===== config.mk =====
export PLATFORM = sky130hd
export DESIGN_NAME = lce_req_ctrl
export DESIGN_NICKNAME = d
export VERILOG_FILES = /design/src/rtl/lce_req_ctrl_pkg.sv /design/src/rtl/lce_sat_counter.sv /design/src/rtl/lce_req_ctrl.sv
export SDC_FILE = /design/constraint.sdc
export NUM_CORES = 1
export LEC_CHECK = 0
export BUFFER_PORTS_ARGS = -buffer_cell sky130_fd_sc_hd__buf_4
export CAP_MARGIN = 15
export CORE_MARGIN = 3
export CORE_UTILIZATION = 46
export CTS_CLUSTER_DIAMETER = 100
export CTS_CLUSTER_SIZE = 20
export DETAILED_ROUTE_END_ITERATION = 10
export PLACE_DENSITY = 0.81
export SLEW_MARGIN = 20
export SYNTH_ARGS = -nofsm -noshare
export SYNTH_HDL_FRONTEND = slang
export SYNTH_SLANG_ARGS = --single-unit

===== constraint.sdc =====
create_clock -name clk_i -period 2.5 [get_ports clk_i]
set_input_delay 0.5 -clock clk_i [delete_from_list [all_inputs] [get_ports clk_i]]
set_output_delay 0.5 -clock clk_i [all_outputs]
set_load 0.02 [all_outputs]

===== src/rtl/lce_req_ctrl_pkg.sv =====
// Shared types for the LCE request-side control engine.
//   lce_req_type_e  : request/message type encoding (cache side and network side)
//   lce_req_state_e : request FSM states
//   req_needs_metadata : whether a request type waits for LRU way/dirty metadata
package lce_req_ctrl_pkg;

    typedef enum logic [1:0] {
        e_req_rd    = 2'd0,
        e_req_wr    = 2'd1,
        e_req_uc_rd = 2'd2,
        e_req_uc_wr = 2'd3
    } lce_req_type_e;

    typedef enum logic {
        READY = 1'b0,
        SEND  = 1'b1
    } lce_req_state_e;

    // Only cached misses replace a line, so only they need LRU metadata.
    function automatic logic req_needs_metadata(lce_req_type_e t);
        return (t == e_req_rd) || (t == e_req_wr);
    endfunction

endpackage


===== src/rtl/lce_sat_counter.sv =====
// Clear/up saturating counter.
//   clk_i, reset_n_i : clock, async active-low reset
//   clear_i          : force count to 0 next cycle (has priority)
//   up_i             : increment, holding at max_val_p
//   count_o          : current count
module lce_sat_counter #(
    parameter int max_val_p = 4,
    localparam int width_lp = (max_val_p > 0) ? $clog2(max_val_p + 1) : 1
) (
    input  logic                clk_i,
    input  logic                reset_n_i,
    input  logic                clear_i,
    input  logic                up_i,
    output logic [width_lp-1:0] count_o
);

    logic [width_lp-1:0] count_q;

    always_ff @(posedge clk_i or negedge reset_n_i) begin
        if (!reset_n_i)
            count_q <= '0;
        else if (clear_i)
            count_q <= '0;
        else if (up_i && (count_q != width_lp'(max_val_p)))
            count_q <= count_q + 1'b1;
    end

    assign count_o = count_q;

endmodule


===== src/rtl/lce_req_ctrl.sv =====
// LCE request-side control engine.
// Accepts one cache miss / uncached request at a time, waits for LRU metadata
// where needed, issues a single LCE request message, tracks outstanding
// credits and drives cache busy (including a starvation timeout).
//   cache_req_*          : request from the cache, accepted via cache_req_yumi_o
//   cache_req_metadata_* : LRU way/dirty for cached misses
//   cache_req_complete_i, uc_store_complete_i : credit returns
//   mem_pkt_v_i / mem_pkt_yumi_i : command-engine memory port handshakes (timeout)
//   lce_req_*            : outgoing request message, consumed on lce_req_yumi_i
//   credits_full_o / credits_empty_o : outstanding-request count status
module lce_req_ctrl
    import lce_req_ctrl_pkg::*;
#(
    parameter int paddr_width_p       = 40,
    parameter int lce_id_width_p      = 4,
    parameter int assoc_p             = 8,
    parameter int credits_p           = 4,
    parameter int timeout_max_limit_p = 4,
    parameter int non_excl_reads_p    = 0,
    localparam int way_w_lp  = (assoc_p > 1) ? $clog2(assoc_p) : 1,
    localparam int cred_w_lp = $clog2(credits_p + 1),
    localparam int tmo_w_lp  = (timeout_max_limit_p > 0) ? $clog2(timeout_max_limit_p + 1) : 1
) (
    input  logic                      clk_i,
    input  logic                      reset_n_i,
    input  logic [lce_id_width_p-1:0] lce_id_i,
    input  logic                      cmd_ready_i,

    input  logic                      cache_req_v_i,
    input  logic [1:0]                cache_req_type_i,
    input  logic [paddr_width_p-1:0]  cache_req_addr_i,
    input  logic [63:0]               cache_req_data_i,
    output logic                      cache_req_yumi_o,
    output logic                      cache_req_busy_o,

    input  logic                      cache_req_metadata_v_i,
    input  logic [way_w_lp-1:0]       cache_req_metadata_way_i,
    input  logic                      cache_req_metadata_dirty_i,

    input  logic                      cache_req_complete_i,
    input  logic                      uc_store_complete_i,

    input  logic [2:0]                mem_pkt_v_i,
    input  logic [2:0]                mem_pkt_yumi_i,

    output logic                      credits_full_o,
    output logic                      credits_empty_o,

    output logic                      lce_req_v_o,
    input  logic                      lce_req_yumi_i,
    output logic [1:0]                lce_req_type_o,
    output logic [paddr_width_p-1:0]  lce_req_addr_o,
    output logic [lce_id_width_p-1:0] lce_req_src_o,
    output logic [way_w_lp-1:0]       lce_req_way_o,
    output logic                      lce_req_dirty_o,
    output logic                      lce_req_non_excl_o,
    output logic [63:0]               lce_req_data_o
);

    lce_req_state_e             state_q;
    lce_req_type_e              type_q;
    logic [paddr_width_p-1:0]   addr_q;
    logic [63:0]                data_q;
    logic [way_w_lp-1:0]        way_q;
    logic                       dirty_q;
    logic                       meta_q;
    logic [cred_w_lp-1:0]       credit_q;
    logic [tmo_w_lp-1:0]        tmo_cnt;

    lce_req_type_e req_type;
    logic          blocked, timeout, credit_send, credit_ret;

    assign req_type = lce_req_type_e'(cache_req_type_i);

    // Any memory packet offered but not taken means the command engine is
    // starved; after enough such cycles we hold the cache off to free ports.
    assign blocked = |(mem_pkt_v_i & ~mem_pkt_yumi_i);

    lce_sat_counter #(.max_val_p(timeout_max_limit_p)) u_timeout (
        .clk_i     (clk_i),
        .reset_n_i (reset_n_i),
        .clear_i   (~blocked),
        .up_i      (blocked),
        .count_o   (tmo_cnt)
    );

    assign timeout = (tmo_cnt == tmo_w_lp'(timeout_max_limit_p));

    assign credits_full_o   = (credit_q == cred_w_lp'(credits_p));
    assign credits_empty_o  = (credit_q == '0);
    assign cache_req_busy_o = credits_full_o | timeout | ~cmd_ready_i | (state_q != READY);
    assign cache_req_yumi_o = cache_req_v_i & ~cache_req_busy_o;

    assign lce_req_v_o        = (state_q == SEND) & meta_q;
    assign lce_req_type_o     = type_q;
    assign lce_req_addr_o     = addr_q;
    assign lce_req_src_o      = lce_id_i;
    assign lce_req_way_o      = way_q;
    assign lce_req_dirty_o    = dirty_q;
    assign lce_req_non_excl_o = (type_q == e_req_rd) ? 1'(non_excl_reads_p) : 1'b0;
    assign lce_req_data_o     = data_q;

    assign credit_send = lce_req_v_o & lce_req_yumi_i;
    assign credit_ret  = cache_req_complete_i | uc_store_complete_i;

    always_ff @(posedge clk_i or negedge reset_n_i) begin
        if (!reset_n_i) begin
            state_q  <= READY;
            type_q   <= e_req_rd;
            addr_q   <= '0;
            data_q   <= '0;
            way_q    <= '0;
            dirty_q  <= 1'b0;
            meta_q   <= 1'b0;
            credit_q <= '0;
        end else begin
            if (state_q == READY) begin
                if (cache_req_yumi_o) begin
                    state_q <= SEND;
                    type_q  <= req_type;
                    addr_q  <= cache_req_addr_i;
                    data_q  <= cache_req_data_i;
                    // Uncached requests have no victim, so count as already captured.
                    meta_q  <= ~req_needs_metadata(req_type) | cache_req_metadata_v_i;
                    if (req_needs_metadata(req_type) && cache_req_metadata_v_i) begin
                        way_q   <= cache_req_metadata_way_i;
                        dirty_q <= cache_req_metadata_dirty_i;
                    end
                end
            end else begin
                if (!meta_q && cache_req_metadata_v_i) begin
                    meta_q  <= 1'b1;
                    way_q   <= cache_req_metadata_way_i;
                    dirty_q <= cache_req_metadata_dirty_i;
                end
                if (credit_send) begin
                    state_q <= READY;
                    meta_q  <= 1'b0;
                end
            end

            // Simultaneous send and return cancel out.
            if (credit_send && !credit_ret)
                credit_q <= credit_q + 1'b1;
            else if (credit_ret && !credit_send)
                credit_q <= credit_q - 1'b1;
        end
    end

    a_no_credit_underflow: assert property (@(posedge clk_i) disable iff (!reset_n_i)
        !(credit_ret && !credit_send && (credit_q == '0)));
    a_returns_exclusive: assert property (@(posedge clk_i) disable iff (!reset_n_i)
        !(cache_req_complete_i && uc_store_complete_i));

endmodule


==> results of run 1 <==
flip-flops by register name, indices dropped and copies added, names as in the netlist:
| signal | flops |
|---|---|
| u_timeout.count_o | 3 |
| lce_req_type_o | 2 |
| lce_req_addr_o | 40 |
| lce_req_dirty_o | 1 |
| lce_req_data_o | 64 |
| credit_q | 3 |
| state_q | 1 |
| lce_req_way_o | 3 |
| meta_q | 1 |
final timing paths:
path                                       to  slack (ns)  depth (start not counted)
max                          cache_req_yumi_o        0.14                          4
min                         lce_req_addr_o[1]        0.23                          2
max reg2reg                lce_req_data_o[49]        0.43                          7
min reg2reg                       credit_q[2]        0.50                          1
max in group asynchronous  lce_req_data_o[22]        1.20                          3
min in group asynchronous    lce_req_way_o[0]        0.53                          2
power groups by stage:
stage | sequential, mW | combinational, mW | clock (mW)
after floorplan | 4.53 | 1.63 | 0
after global placement | 3.45 | 4.66 | 0
after detailed placement | 3.50 | 4.75 | 0
after CTS | 3.50 | 4.78 | 2.56
after global routing | 3.63 | 4.98 | 2.65
final | 3.49 | 4.71 | 2.51
critical path: cells and delay by family (launching register included):
family        cells  cell delay, ns
flops             1            0.42
simple gates      2            0.71
buf+inv           2            0.22
per-stage QoR:
step	setup slack, ns	instances	power, mW	area (µm²)
global route	0.0384	702	11.3	7410
global placement	0.510	669	8.11	6770
CTS	0.106	702	10.8	7410
finish	0.140	702	10.7	7410
floorplan	0.574	310	6.16	4870
detailed placement	0.446	669	8.25	6770
synth_stat cells (2+ instances only):
cell type  count  area [µm²]
buf_2          6        30.0
buf_4          5        37.5
buf_6          6        67.6
dfrtp_1      118        2950
ha_1           3        37.5
inv_1          8        30.0
mux2_2        67         754
mux2_4        40         601
nand2_1        7        26.3
nand3_1        6        30.0
nand4_1        4        25.0
nor2_1         6        22.5
nor2b_1        6        37.5
nor3_1         2        10.0
o211ai_1       4        30.0
xnor2_1        2        17.5
xor2_1         2        17.5
cell families (layout without fill, tap and decap cells):
family | count (synthesis) | after routing | synth area share (%)
other | 1 | 1 | 0.0769
buffers and inverters | 27 | 286 | 3.54
AO/OA/AOI/OAI | 11 | 11 | 1.69
multiplexers | 107 | 107 | 27.8
flip-flops | 118 | 118 | 60.6
AND/OR/NAND/NOR | 38 | 38 | 4.42
adder cells (fa/ha/maj) | 4 | 4 | 1.18
XOR/XNOR | 4 | 4 | 0.719
final cells by class:
type	instances	area share, %
multi-input combinational	165	23.6
sequential	118	39.9
tap	133	2.25
clock inverter	11	2.35
inverter	9	0.490
timing repair buffer	245	25.4
clock buffer	21	6.06
routing by layer:
layer  global-route usage [%]  up-vias
li1                         -     1571
met2                     37.3      157
met5                        0        -
met3                     8.29       20
met1                     21.7     1653
met4                     8.75        0
repair_timing:
item,in CTS,in global routing
setup buffers,0,0
hold buffers,1,0
hold endpoints to repair,33,0
endpoints found under the setup margin,0,0
==> impl_results.md, run 1 <==
* Status: completed
* Area Growth Syn to Fin at 52.0%
* Drt drc at 0
* Cells after Synth at 310
* Core Area at 0.0100 mm²
* Slew @ Worst Pin at 0.532 ns
* Total CTS buffers at 17
* Die area at 0.0119 mm²
* Final hold vios at 0
* Max Used Layer: met4
* Final setup fails at 0
* Worst Setup Start Kind: flop
* Critical-path cell with the highest stage delay: or3b_1
* Clk_lat worst skew at 0.50 ns
* Root Buffer: clkbuf_8
* Yosys reg bits at 118
* Metal2 WL at around 6.7 mm
* Clock power share at 23.4%
* # resized after CTS at 0
* Most common cell after layout, fill and taps aside: buf_4
* GRT Resource Usage Total at 20.9%
* Vias in the first global route at approximately 3600
* Filler cells at slightly below 700
* Setup CP Type: reg2out
* PD cells at 1450 mW/mm²
* Setup crit end kind: primary output
* Final HPWL DP at about 9.0 mm
* Chip height at 109 µm
* Fin nets at between 600 and 700
* Longest Clk Path Bufs at 2
* M1 wire length at 4.23 mm
* Row cnt at 36
* Hold Crit Class: in2reg
* Die width at approximately 110 µm
* Ys async rst share at 100%
* Post-synth EDFFs at 0
* Register area at approximately 0.0030 mm²
* Switching Share at 34.8%
* Multi-input gate area at 0.00175 mm²
* Register area share after synthesis at 60.6%
* NetSw at 3.72 mW
* Final Skew at 0.00876 ns
* MaxCap Viol Count at 0
* Clock transition at path regs at 0.06 ns
* Post-Syn Area at 0.00487 mm²
* Pint at 6.99 mW
* Setup TNS at 0 ns
* Highest clock rate at 424 MHz
* Largest net degree at the start of global routing at between 80 and 90
* WP data required at 2.00 ns
* Top FF cell, synth: dfrtp_1
* Avg Inst Size Synth at around 16 µm²
* Critical Path Start: credit_q[0]
* ANT cells at 0
* CP cell instances: or3b_1 -> nand3_4 -> inv_4 -> buf_4
* Max Slew Vio Count at 0
* Max Fanout on Critical Path at 9
* Routed wire length at 12.3 mm
* Leakage at 3.62 nW
* Port buffer count at around 240
* Routed vias/inst at between 4 and 5
* Rel. slew slack at 64.6%
* Post-synth net total at 442
* WL/cell at 17.5 µm
* Starting density of the core at 48.5%
* Final core occ at 73.7%
* RePlAce Congestion at 0.777
* Initial antenna violation count at 0
* Most frequent cells in the layout: 241 x buf_4, 118 x dfrtp_1, 67 x mux2_2
* Synth cell types at 35
* Htree depth at 4
* Met3 WL post-DR at 1.19 mm
* Comb power frac at 44.0%
* Worst EP arrival at 1.86 ns
* Hold Startpoint: cache_req_addr_i[1]
* Clock sink total at 118
* Final ANT Viol Nets at 0
* RSZ-0062 raised after global routing: false
* Share of layout cells above drive strength 1 at approximately two thirds
* DR iter-0 viols at 120
* Hold WS at roughly 0.23 ns
* CTS tree: built
* CP max stage delay at ~0.56 ns
* Yosys Warn Count at 0
* IO Count at between 200 and 250
* Seq pwr share at 32.6%
* Worst reg2reg startpoint: u_timeout.count_o[0]
* Final min period at about 2.4 ns
* Global-route wire length before repair at between 15 and 20 mm
* Vias at 3401
* Max VDD drop at 0.839 mV
* GRT overflow at 0
* Final period util at 94.4%
* Pre-antenna DRT Iters at 4
Note: power is estimated with default switching activity, not from simulation.
==> run 2, diff against run 1 <==
Settings changed: PLACE_DENSITY 0.81 to 0.85.
==> run 2 against run 1 <==
Compared with the run above: clock skew is 0.0013 ns lower; sequential power about the same; core utilization rose by 0.45 points; register-to-register slack got worse by 0.19 ns; hold slack lost 0.0066 ns; critical path type unchanged; largest power group unchanged.
==> impl_results.md, run 2 (synthesis results as in run 1) <==
* Die area at 0.0119 mm² (unchanged)
* Final ANT Viol Nets at 0 (unchanged)
* Port buffer count at 238 (unchanged)
* Setup CP Type: reg2out
* RePlAce Congestion at 0.788 (+1.5%)
* Largest net degree at the start of global routing at 65 (-20%)
* Vias at 3457 (+1.6%)
* GRT Resource Usage Total at 22.2% (+1.3 points)
* Starting density of the core at 48.5% (unchanged)
* Clock transition at path regs at 0.06 ns (about the same)
* Most frequent cells in the layout: 242 x buf_4, 118 x dfrtp_1, 67 x mux2_2
* CP cell instances: inv_1 -> ha_1 -> a21boi_2 -> buf_4 -> nand3_1 -> buf_4
* CP max stage delay at 0.39 ns (-0.17 ns)
* Cell repeated most along the worst path: buf_4
* Clock sink total at 118 (unchanged)
* Vias in the first global route at 3786 (+4.1%)
* Max VDD drop at 0.794 mV (-5.4%)
* Drt drc at 0 (unchanged)
* Setup TNS at 0 ns (unchanged)
* Max Fanout on Critical Path at 7 (-2)
* GRT overflow at 0 (unchanged)
* Area Growth Syn to Fin at 52.9%
* Slew @ Worst Pin at 0.620 ns (+0.0880 ns)
* Htree depth at 4 (unchanged)
* Final period util at 95.1% (+0.69 points)
* Share of layout cells above drive strength 1 at 68.0% (+0.46 points)
* Most common cell after layout, fill and taps aside: buf_4
* PD cells at 1450 mW/mm² (+0.34%)
* Routed wire length at 12.8 mm (+3.9%)
* Final min period at 2.38 ns (+0.0173 ns)
* ANT cells at 0 (unchanged)
* Global-route wire length before repair at 19.7 mm (+6.1%)
* Worst EP arrival at 1.88 ns (+0.02 ns)
* Initial antenna violation count at 0 (unchanged)
* Core Area at 0.0100 mm² (unchanged)
* Max Slew Vio Count at 0 (unchanged)
* CTS tree: built
* Overall Power at 10.8 mW (+0.95%)
* Final setup fails at 0 (unchanged)
* Hold Crit Class: in2reg
* Die width at 109 µm (unchanged)
* Final hold vios at 0 (unchanged)
* Fin nets at 690 (+0.29%)
* Routed vias/inst at 4.91 (+1.4%)
* WL/cell at 18.2 µm (+3.6%)
* Chip height at 109 µm (unchanged)
* Final HPWL DP at 9.24 mm (+2.3%)
* Worst Setup Start Kind: flop
* Max FFs per register at 64 (unchanged)
* Highest clock rate at 421 MHz (-0.73%)
* Setup crit end kind: primary output
* Area after DPL at 0.00679 mm² (+0.30%)
* MaxCap Viol Count at 0 (unchanged)
* RSZ-0062 raised after global routing: false
* Leakage at 3.63 nW (+0.32%)
* Status: completed
* DR iter-0 viols at 124 (+3.3%)
* Total CTS buffers at 17 (unchanged)
* Cell area after layout at 0.00745 mm² (+0.61%)
* Final Skew at 0.00742 ns (-0.00134 ns)
* Critical-path cell with the highest stage delay: dfrtp_1
* Clk_lat worst skew at 0.51 ns (about the same)
* Row cnt at 36 (unchanged)
* Rel. slew slack at 58.7% (-5.9 points)
* WP data required at 2.00 ns (about the same)
* Longest Clk Path Bufs at 2 (unchanged)
* IO Count at 248 (unchanged)
* Root Buffer: clkbuf_8
* Pre-antenna DRT Iters at 4 (unchanged)
* Hold WS at 0.222 ns (-0.00662 ns)
==> run 2: final cells by class <==
class / instances / area, µm²
tap: 133 / 166
clock buffer: 20 / 455
fill: 634 / 2590
timing repair buffer: 247 / 1910
sequential: 118 / 2950
inverter: 9 / 46.3
clock inverter: 12 / 175
multi-input combinational: 165 / 1750
==> run 2: path summary, 6_finish.rpt <==
path | start | end | slack, ns | cells after the start
min reg2reg | credit_q[2] | credit_q[2] | 0.49 | 1
max reg2reg | u_timeout.count_o[0] | lce_req_addr_o[19] | 0.24 | 8
max in group asynchronous | reset_n_i | lce_req_data_o[59] | 1.34 | 3
min | cache_req_data_i[11] | lce_req_data_o[11] | 0.22 | 2
max | u_timeout.count_o[0] | cache_req_busy_o | 0.12 | 6
min in group asynchronous | reset_n_i | lce_req_data_o[14] | 0.43 | 2
==> run 2: per-layer routing <==
| layer | vias to the layer above | wire [µm] | part of all wire, % | track usage [%] |
|---|---|---|---|---|
| li1 | 1584 | - | - | - |
| met1 | 1680 | 4620 | 36 | 23.5 |
| met2 | 178 | 6730 | 53 | 39.4 |
| met3 | 15 | 1240 | 9.6 | 7.99 |
| met4 | 0 | 212 | 1.7 | 9.74 |
| met5 | - | 0 | 0 | 0 |
==> run 2: through the flow <==
step                      std cells  setup slack [ns]  utilization, %
after floorplan                 310             0.574               -
after global placement          670             0.490            67.6
after detailed placement        670             0.409            67.6
after CTS                       704            0.0809            74.2
after global routing            704          0.000568            74.2
final                           704             0.123            74.2
==> run 2: power breakdown <==
| part | switching (mW) | internal [mW] | total, mW |
|---|---|---|---|
| Sequential | 0.616 | 2.89 | 3.50 |
| Combinational | 2.31 | 2.45 | 4.76 |
| Clock | 0.859 | 1.69 | 2.55 |
==> run 2: what timing repair did <==
action | 4_1_cts | 5_1_grt
pin swaps | 0 | 1
endpoints found under the hold margin | 20 | 0
gates resized for setup | 3 | 0
hold buffers | 1 | 0
endpoints found under the setup margin | 1 | 1
buffers inserted | 1 | 0
==> run 2: critical path: cells and delay by family, from the launching register on <==
family                     cells  cell delay [ns]
adders and majority gates      1             0.26
DFF                            1             0.39
and+or+nand+nor                1             0.08
buffers and inverters          3             0.43
AOI/OAI and AO/OA              1             0.23
